### config.mk
export PLATFORM = sky130hd
export DESIGN_NAME = alarm_controller
export DESIGN_NICKNAME = d
export VERILOG_FILES = /design/src/rtl/alarm_pkg.sv /design/src/rtl/blink_timer.sv /design/src/rtl/alarm_controller.sv
export SDC_FILE = /design/constraint.sdc
export NUM_CORES = 1
export LEC_CHECK = 0
export ABC_AREA = 0
export CAP_MARGIN = 20
export CORE_MARGIN = 2
export CORE_UTILIZATION = 40
export CTS_CLUSTER_DIAMETER = 30
export CTS_CLUSTER_SIZE = 25
export DETAILED_ROUTE_END_ITERATION = 12
export GPL_TIMING_DRIVEN = 0
export PLACE_DENSITY_LB_ADDON = 0.1
export REMOVE_ABC_BUFFERS = 1
export SLEW_MARGIN = 30
export SYNTH_ARGS = -nofsm -noshare
export SYNTH_HDL_FRONTEND = slang
export SYNTH_SLANG_ARGS = --single-unit
### constraint.sdc
create_clock -name clk -period 1.4 [get_ports clk]
set_input_delay 0.28 -clock clk [delete_from_list [all_inputs] [get_ports clk]]
set_output_delay 0.28 -clock clk [all_outputs]
set_load 0.01 [all_outputs]
### src/rtl/alarm_pkg.sv
// Shared types and defaults for the alarm controller slice.
// State encoding is visible on the estado output, so the values are fixed.
package alarm_pkg;

    typedef enum logic [1:0] {
        IDLE      = 2'd0,
        SOUNDING  = 2'd1,
        SILENCED  = 2'd2,
        TIMED_OUT = 2'd3
    } state_t;

    localparam int BLINK_HALF_DEF    = 4;
    localparam int SOUND_TIMEOUT_DEF = 32;
    localparam int CNT_W             = 4;
    localparam int TIMER_W           = 8;

endpackage

### src/rtl/blink_timer.sv
// Clearable down-counter giving a one-cycle tick every BLINK_HALF running cycles.
// A clear reloads the full half-period, so the first tick lands BLINK_HALF cycles later.
module blink_timer
    import alarm_pkg::*;
#(
    parameter int BLINK_HALF = BLINK_HALF_DEF
) (
    input  logic clk,
    input  logic reset,
    input  logic clear_i,
    input  logic run_i,
    output logic tick_o
);

    localparam logic [TIMER_W-1:0] RELOAD = TIMER_W'(BLINK_HALF - 1);

    logic [TIMER_W-1:0] cnt_q;
    logic [TIMER_W-1:0] cnt_d;

    always_comb begin
        cnt_d = cnt_q;
        if (clear_i) begin
            cnt_d = RELOAD;
        end else if (run_i) begin
            cnt_d = (cnt_q == '0) ? RELOAD : cnt_q - 1'b1;
        end
    end

    always_ff @(posedge clk) begin
        if (reset) begin
            cnt_q <= '0;
        end else begin
            cnt_q <= cnt_d;
        end
    end

    assign tick_o = run_i && !clear_i && (cnt_q == '0);

endmodule

### src/rtl/alarm_controller.sv
// Alarm FSM with blinking siren, sound timeout and saturating event counter.
// All outputs come straight from registers updated on the rising edge.
module alarm_controller
    import alarm_pkg::*;
#(
    parameter int BLINK_HALF    = BLINK_HALF_DEF,
    parameter int SOUND_TIMEOUT = SOUND_TIMEOUT_DEF
) (
    input  logic             clk,
    input  logic             reset,
    input  logic             alarme,
    input  logic             enable,
    input  logic             ack,
    output logic             sirene,
    output logic             led_alarme,
    output logic [CNT_W-1:0] num_alarmes,
    output logic [1:0]       estado
);

    localparam logic [TIMER_W-1:0] TMO_LAST = TIMER_W'(SOUND_TIMEOUT - 1);
    localparam logic [CNT_W-1:0]   CNT_MAX  = '1;

    state_t             state_q;
    logic               sirene_q;
    logic               led_q;
    logic [CNT_W-1:0]   cnt_q;
    logic [CNT_W-1:0]   cnt_d;
    logic [TIMER_W-1:0] tmo_q;
    logic [TIMER_W-1:0] tmo_d;
    logic               sounding;
    logic               timeout;
    logic               blink_tick;

    assign sounding = (state_q == SOUNDING);
    assign timeout  = sounding && (tmo_q == TMO_LAST);

    // Alarm events count in every armed state; the FSM priority only steers state.
    always_comb begin
        cnt_d = cnt_q;
        if (enable && alarme && (cnt_q != CNT_MAX)) begin
            cnt_d = cnt_q + 1'b1;
        end
    end

    // Timeout counts cycles in SOUNDING; a fresh alarm restarts it.
    always_comb begin
        tmo_d = tmo_q + 1'b1;
        if (!sounding || alarme) begin
            tmo_d = '0;
        end
    end

    blink_timer #(
        .BLINK_HALF (BLINK_HALF)
    ) u_blink (
        .clk     (clk),
        .reset   (reset),
        .clear_i (!sounding),
        .run_i   (sounding),
        .tick_o  (blink_tick)
    );

    always_ff @(posedge clk) begin
        if (reset) begin
            state_q  <= IDLE;
            sirene_q <= 1'b0;
            led_q    <= 1'b0;
            cnt_q    <= '0;
            tmo_q    <= '0;
        end else begin
            cnt_q <= cnt_d;
            tmo_q <= tmo_d;
            if (!enable) begin
                state_q  <= IDLE;
                sirene_q <= 1'b0;
                led_q    <= 1'b0;
            end else begin
                case (state_q)
                    IDLE: begin
                        if (alarme) begin
                            state_q  <= SOUNDING;
                            sirene_q <= 1'b1;
                            led_q    <= 1'b1;
                        end
                    end
                    SOUNDING: begin
                        if (ack) begin
                            state_q  <= SILENCED;
                            sirene_q <= 1'b0;
                            led_q    <= 1'b1;
                        end else if (timeout) begin
                            state_q  <= TIMED_OUT;
                            sirene_q <= 1'b0;
                            led_q    <= 1'b1;
                        end else if (blink_tick) begin
                            sirene_q <= !sirene_q;
                        end
                    end
                    SILENCED: begin
                        if (!ack) begin
                            state_q <= IDLE;
                            led_q   <= 1'b0;
                        end
                    end
                    TIMED_OUT: begin
                        if (ack) begin
                            state_q <= IDLE;
                            led_q   <= 1'b0;
                        end
                    end
                    default: begin
                        state_q  <= IDLE;
                        sirene_q <= 1'b0;
                        led_q    <= 1'b0;
                    end
                endcase
            end
        end
    end

    assign sirene      = sirene_q;
    assign led_alarme  = led_q;
    assign num_alarmes = cnt_q;
    assign estado      = state_q;

endmodule

### Yosys cells after proc, flatten, opt, wreduce, memory -nomap -nowiden

Index checks and enable logic that the tools add are counted.

* input bits: 5
* RAM bits: 0
* memories kept: 0
* logic and storage cells: 55
* output and inout bits: 8
* bits in read-only memories: 0
* bits in latches: 0
* bits in registers: 24

* mux-type cells: 18
* eq/ne operators: 10
* bitwise gates (word level): 2
* multiply operators: 0
* order comparisons: 0
* reduce and logical (&&, ||, !) cells: 15
* $add $sub $neg: 3
* shifts and indexed selects: 0
* divide/modulo/power cells: 0

Operators with widths (number)
* $mux 2: 7
* $add 8x1->8 const B: 1
* $eq 8x5->1 const B: 1
* $logic_not 8->1: 1
* $mux 1: 8
* $pmux 2 s4: 1
* $sub 8x1->8 const B: 1
* $ne 2x2->1 const B: 3
* $add 4x1->4 const B: 1
* $eq 2x2->1 const B: 2
* $logic_and 1x1->1: 4
* $ne 4x2->1 const B: 1
* $ne 4x4->1 const B: 1
* $pmux 1 s4: 1
* $reduce_and 4->1: 1
* $reduce_or 2->1: 2
* $ne 3x2->1 const B: 1
* $reduce_and 3->1: 1
* $reduce_or 3->1: 1
* $eq 2x1->1 const B: 1
* $logic_not 1->1: 2
* $logic_not 2->1: 1
* $not 1->1: 2
* $pmux 1 s2: 1
* 2 further kinds: 2

### Longest topological paths before layout

* word-level depth: 6
* gate-level depth with buffers: 5
* gate-level depth less buffers: 5

### Modules after synthesis

Synthesis repeated with hierarchy kept, for this count alone.

* cell total of the unflattened synthesis: 136
* area total of the unflattened synthesis: 1191.1 µm²

Modules (own cells, without submodules)
* alarm_controller: cells an instance 87, times used 1, sequential area each 320.3 µm², area an instance 763.2 µm²
* blink_timer: cells an instance 49, times used 1, sequential area each 160.2 µm², area an instance 427.9 µm²

### Worst setup path after synthesis

OpenSTA, ideal clock, no wires.

* path type: register to register
* start: register u_blink.cnt_q[2]
* end: register sirene_q (netlist: sirene)
* path buffers: 0
* stages on the path, launching flop included: 5
* path slack: -0.016 ns
* period minus slack after synthesis: 1.416 ns
* required time: 1.273 ns
* arrival: 1.289 ns
* setup time: 0.127 ns
* cell sequence: dfxtp_1 nor4_2 nand3_2 nor4b_4 or3_1

* longest elaborated chain between the ends: 4

RTL lines
* from (decl): RTL line blink_timer.sv:17 `logic [TIMER_W-1:0] cnt_q;`
* from (signal assigned): RTL line blink_timer.sv:33 `cnt_q <= cnt_d;`
* $logic_not 8->1: RTL line blink_timer.sv:37 `assign tick_o = run_i && !clear_i && (cnt_q == '0);`
* $logic_and 1x1->1: RTL line blink_timer.sv:37
* $ne 4x2->1 (no source line)
* $reduce_and 3->1 (no source line)
* to (signal assigned): RTL line alarm_controller.sv:96 `sirene_q <= !sirene_q;`
* to (decl): RTL line alarm_controller.sv:24 `logic sirene_q;`

No other way between the ends.
A chain may end at the register's enable or synchronous reset.

### Worst setup path in the final report

* start: register u_blink.cnt_q[2]
* end: register u_blink.cnt_q[7]

* longest elaborated chain between the ends: 2
* elaborated cells on any way between the ends: 3
* classes of those cells: 1 x add/sub; 2 x reduce/logical

RTL lines
* branches (longest 2 deep; another with $sub 8x1->8)

Parallel ways; which one is timed is not known.

==> summary.txt <==
Die
  • Die ar.: ~3200 um^2
  • Die height: approximately 56 um
  • I/O pin total: 13
  • Initial Utilization: 0.431
  • Core area: around 2500 um^2
  • Row Count: 18
  • Die X-Extent: ~56 um

Worst setup path
  • Reg2reg start: u_blink.cnt_q[2]
  • Critical path arrival: approximately 1.6 ns
  • Critical path cell sequence: or4_4, nor4_4, xnor2_1, nor2_2
  • Crit path capture type: flop
  • Crit path max fanout: 6
  • Crit path max-delay family: simple AND/OR/NAND/NOR gates
  • Reg2Reg Setup Slack: ~0.027 ns
  • Max stage delay on crit path: 0.54 ns
  • Worst setup SP type: flop
  • Worst R2R End: u_blink.cnt_q[7]
  • WP data required: 1.63 ns
  • Crit Path Category: flop to flop
  • Crit path buf inv count: 0
  • Reg2Reg Depth: 4
  • Critical-path top delay cell: or4_4

Power and ir drop
  • Clock share of power: 0.304
  • Sequential Power Share: 0.590
  • Max rail drop VDD: slightly above 0.7 mV
  • Net switching power: just under 0.3 mW
  • Design Power: 1.21 mW
  • Leakage: between 0.5 and 0.6 nW
  • P_int: around 0.9 mW
  • Combinational group share of total power: 0.107
  • Power density over the cells: between 800 and 900 nW/um^2
  • Sw Share: 0.239

Synth
  • Unique masters post-synth: 33
  • Synthesis Warnings: 0
  • Mapped Area: around 1100 um^2
  • Seq cells post-synth: 24
  • Sequential element share of the synthesized area: 0.442
  • Post-Syn Area per Cell: around 9.2 um^2
  • Cells after Synth: 118

Timing
  • Max-slew headroom: 0.811
  • Final Cycle Share: 0.981
  • # setup viols final: 0
  • RSZ-0062 raised after global routing: true
  • Final hold violations: 0
  • Setup TNS: 0 ns
  • Skew final: ~0.0018 ns
  • Worst-Margin Slew: ~0.28 ns
  • Min Tclk post-route: between 1 and 1.5 ns
  • Final Max Slew Viols: 0
  • Max Fclk: around 0.73 GHz

Layout
  • Layout cell share with drive strength beyond 1: 0.254
  • Syn-to-layout area delta: 24.6%
  • Area occupied by multi-input gates: around 630 um^2
  • Filler Cells Inserted: 257
  • Register area: between 500 and 600 um^2
  • ANT cells: 0
  • Final nets: 143

Drt
  • DR vias: 843
  • DRT iter0 DRCs: 4
  • First drt pass iteration count: 4
  • WL final: roughly 1900 um
  • Drc violations: 0
  • ANT nets after route: 0
  • Routed vias/inst: between 5 and 6
  • Routed wire length per instance: 11.5 um

Hold path
  • Hold Crit Endpoint: u_blink.cnt_q[0]
  • Beginning of the worst hold path: reset
  • Hold depth: 2
  • Worst Hold Class: primary input to flop

Global route
  • Largest net degree at the start of global routing: 14
  • Vias in the first global route: 787
  • Total gr overflow: 0
  • Global-route wire length before repair: about 3200 um
  • Initial antenna violation count: 0
  • Gr usage total: 0.126

Clock tree
  • CTS tree: built
  • H-tree levels: 1
  • Clk_lat worst skew: ~0.31 ns
  • Clk pin slew, worst setup/hold paths: 0.13 ns
  • CTS Sinks: 24
  • Total CTS buffers: 3
  • CTS root buf: clkbuf_4
  • Clock Tree Buf Depth: 2

Flow run
  • Max_cap viols: 0

Outcome
  • Status: completed

Placement
  • Routability congestion estimate: about 0.78
  • DP HPWL: approximately 1300 um
  • I/O Buffers: 12
==> worst max path at each step <==
| stage | from | cells after the start | end | slack [ns] |
|---|---|---|---|---|
| floorplan | u_blink.cnt_q[2] | 4 | sirene | -0.02 |
| global placement | reset | 5 | sirene | -0.40 |
| detailed placement | reset | 5 | sirene | -0.40 |
| CTS | u_blink.cnt_q[2] | 4 | u_blink.cnt_q[7] | 0.006 |
| global route | tmo_q[5] | 4 | sirene | -0.06 |
| finish | u_blink.cnt_q[2] | 4 | u_blink.cnt_q[7] | 0.03 |
==> power by group through the flow <==
stage	logic, mW	registers, mW	clock network (mW)
2_1_floorplan	0.0721	0.732	0
3_3_place_gp	0.124	0.730	0
3_5_place_dp	0.125	0.730	0
4_1_cts	0.127	0.711	0.388
5_1_grt	0.144	0.716	0.411
6_report	0.129	0.712	0.367
==> cell families after synthesis <==
kind of cell / synth area share
muxes: 0.00921
DFF: 0.442
buffers and inverters: 0.0276
xor gates and xnor gates: 0.113
and+or+nand+nor: 0.297
adders and majority gates: 0.0345
AOI/OAI and AO/OA: 0.0771
==> per-layer routing <==
layer / vias up / track usage / part of all wire
li1: 440 / - / -
met1: 390 / 0.159 / 0.49
met2: 11 / 0.208 / 0.46
met3: 2 / 0.0419 / 0.040
met4: 0 / 0.0306 / 0.0069
met5: - / 0 / 0
==> registers in the layout (all words and copies together), names as in the netlist <==
signal,count
sirene,1
num_alarmes,4
led_alarme,1
tmo_q,8
estado,2
u_blink.cnt_q,8
==> through the flow <==
| step | instance area [um^2] | setup WS, ns | std cells | util | hold WS [ns] |
|---|---|---|---|---|---|
| 6_report | 1360 | 0.0271 | 164 | 0.537 | 0.424 |
| 5_1_grt | 1360 | -0.0593 | 164 | 0.537 | 0.439 |
| 4_1_cts | 1320 | 0.00631 | 164 | 0.523 | 0.426 |
| 3_5_place_dp | 1230 | -0.398 | 158 | 0.489 | 0.452 |
| 3_3_place_gp | 1230 | -0.399 | 158 | 0.489 | 0.444 |
| 2_1_floorplan | 1080 | -0.0164 | 116 | - | 0.349 |
==> timing repair <==
| action | CTS | global route |
|---|---|---|
| pin swaps | 4 | 1 |
| hold endpoints to repair | 0 | 0 |
| hold buffers | 0 | 0 |
| endpoints found under the setup margin | 10 | 6 |
| gates resized for setup | 28 | 9 |
| setup buffers | 2 | 0 |
==> cells in the mapped netlist, drive strengths merged <==
master | number | area share
or3 | 3 | 0.017
dfxtp | 24 | 0.44
or4 | 2 | 0.014
o21ai | 2 | 0.0092
nand3 | 5 | 0.028
inv | 5 | 0.017
nand2 | 6 | 0.021
and2 | 1 | 0.0069
xor2 | 10 | 0.081
a31oi | 2 | 0.012
a41o | 1 | 0.010
nor2 | 22 | 0.078
buf | 1 | 0.0069
o31ai | 1 | 0.0069
ha | 3 | 0.035
nand4 | 3 | 0.017
nor4 | 2 | 0.023
or3b | 1 | 0.0081
nor2b | 1 | 0.0058
xnor2 | 4 | 0.032
o21bai | 2 | 0.014
nor3b | 1 | 0.0069
and3 | 2 | 0.012
a21oi | 4 | 0.018
clkbuf | 1 | 0.0034
nand2b | 3 | 0.024
nor3 | 3 | 0.014
mux2i | 1 | 0.0092
nor4b | 1 | 0.022
a22oi | 1 | 0.0069
==> cells in the final DEF, fill, tap and decap left out, drive strengths merged, types with 2 or more instances in the layout <==
cell type      count
and3               2
buf                2
dfxtp             24
o21bai             2
inv                5
clkdlybuf4s50      2
nand3              5
a31oi              2
or4                2
nor2              22
dlygate4sd2       10
a21oi              4
nand4              3
ha                 3
xor2              10
nor4               2
nand2b             3
o21ai              2
or3                3
clkbuf             4
xnor2              4
nor3               3
nand2              6
==> final cells by class <==
class / count / share of cell area
multi-input cells: 87 / 0.467
flip-flops and latches: 24 / 0.374
inverters: 5 / 0.0139
well taps: 30 / 0.0277
clock buffers: 4 / 0.0268
repair buffers: 14 / 0.0905
No activity file was read; power rests on OpenSTA's default activity.
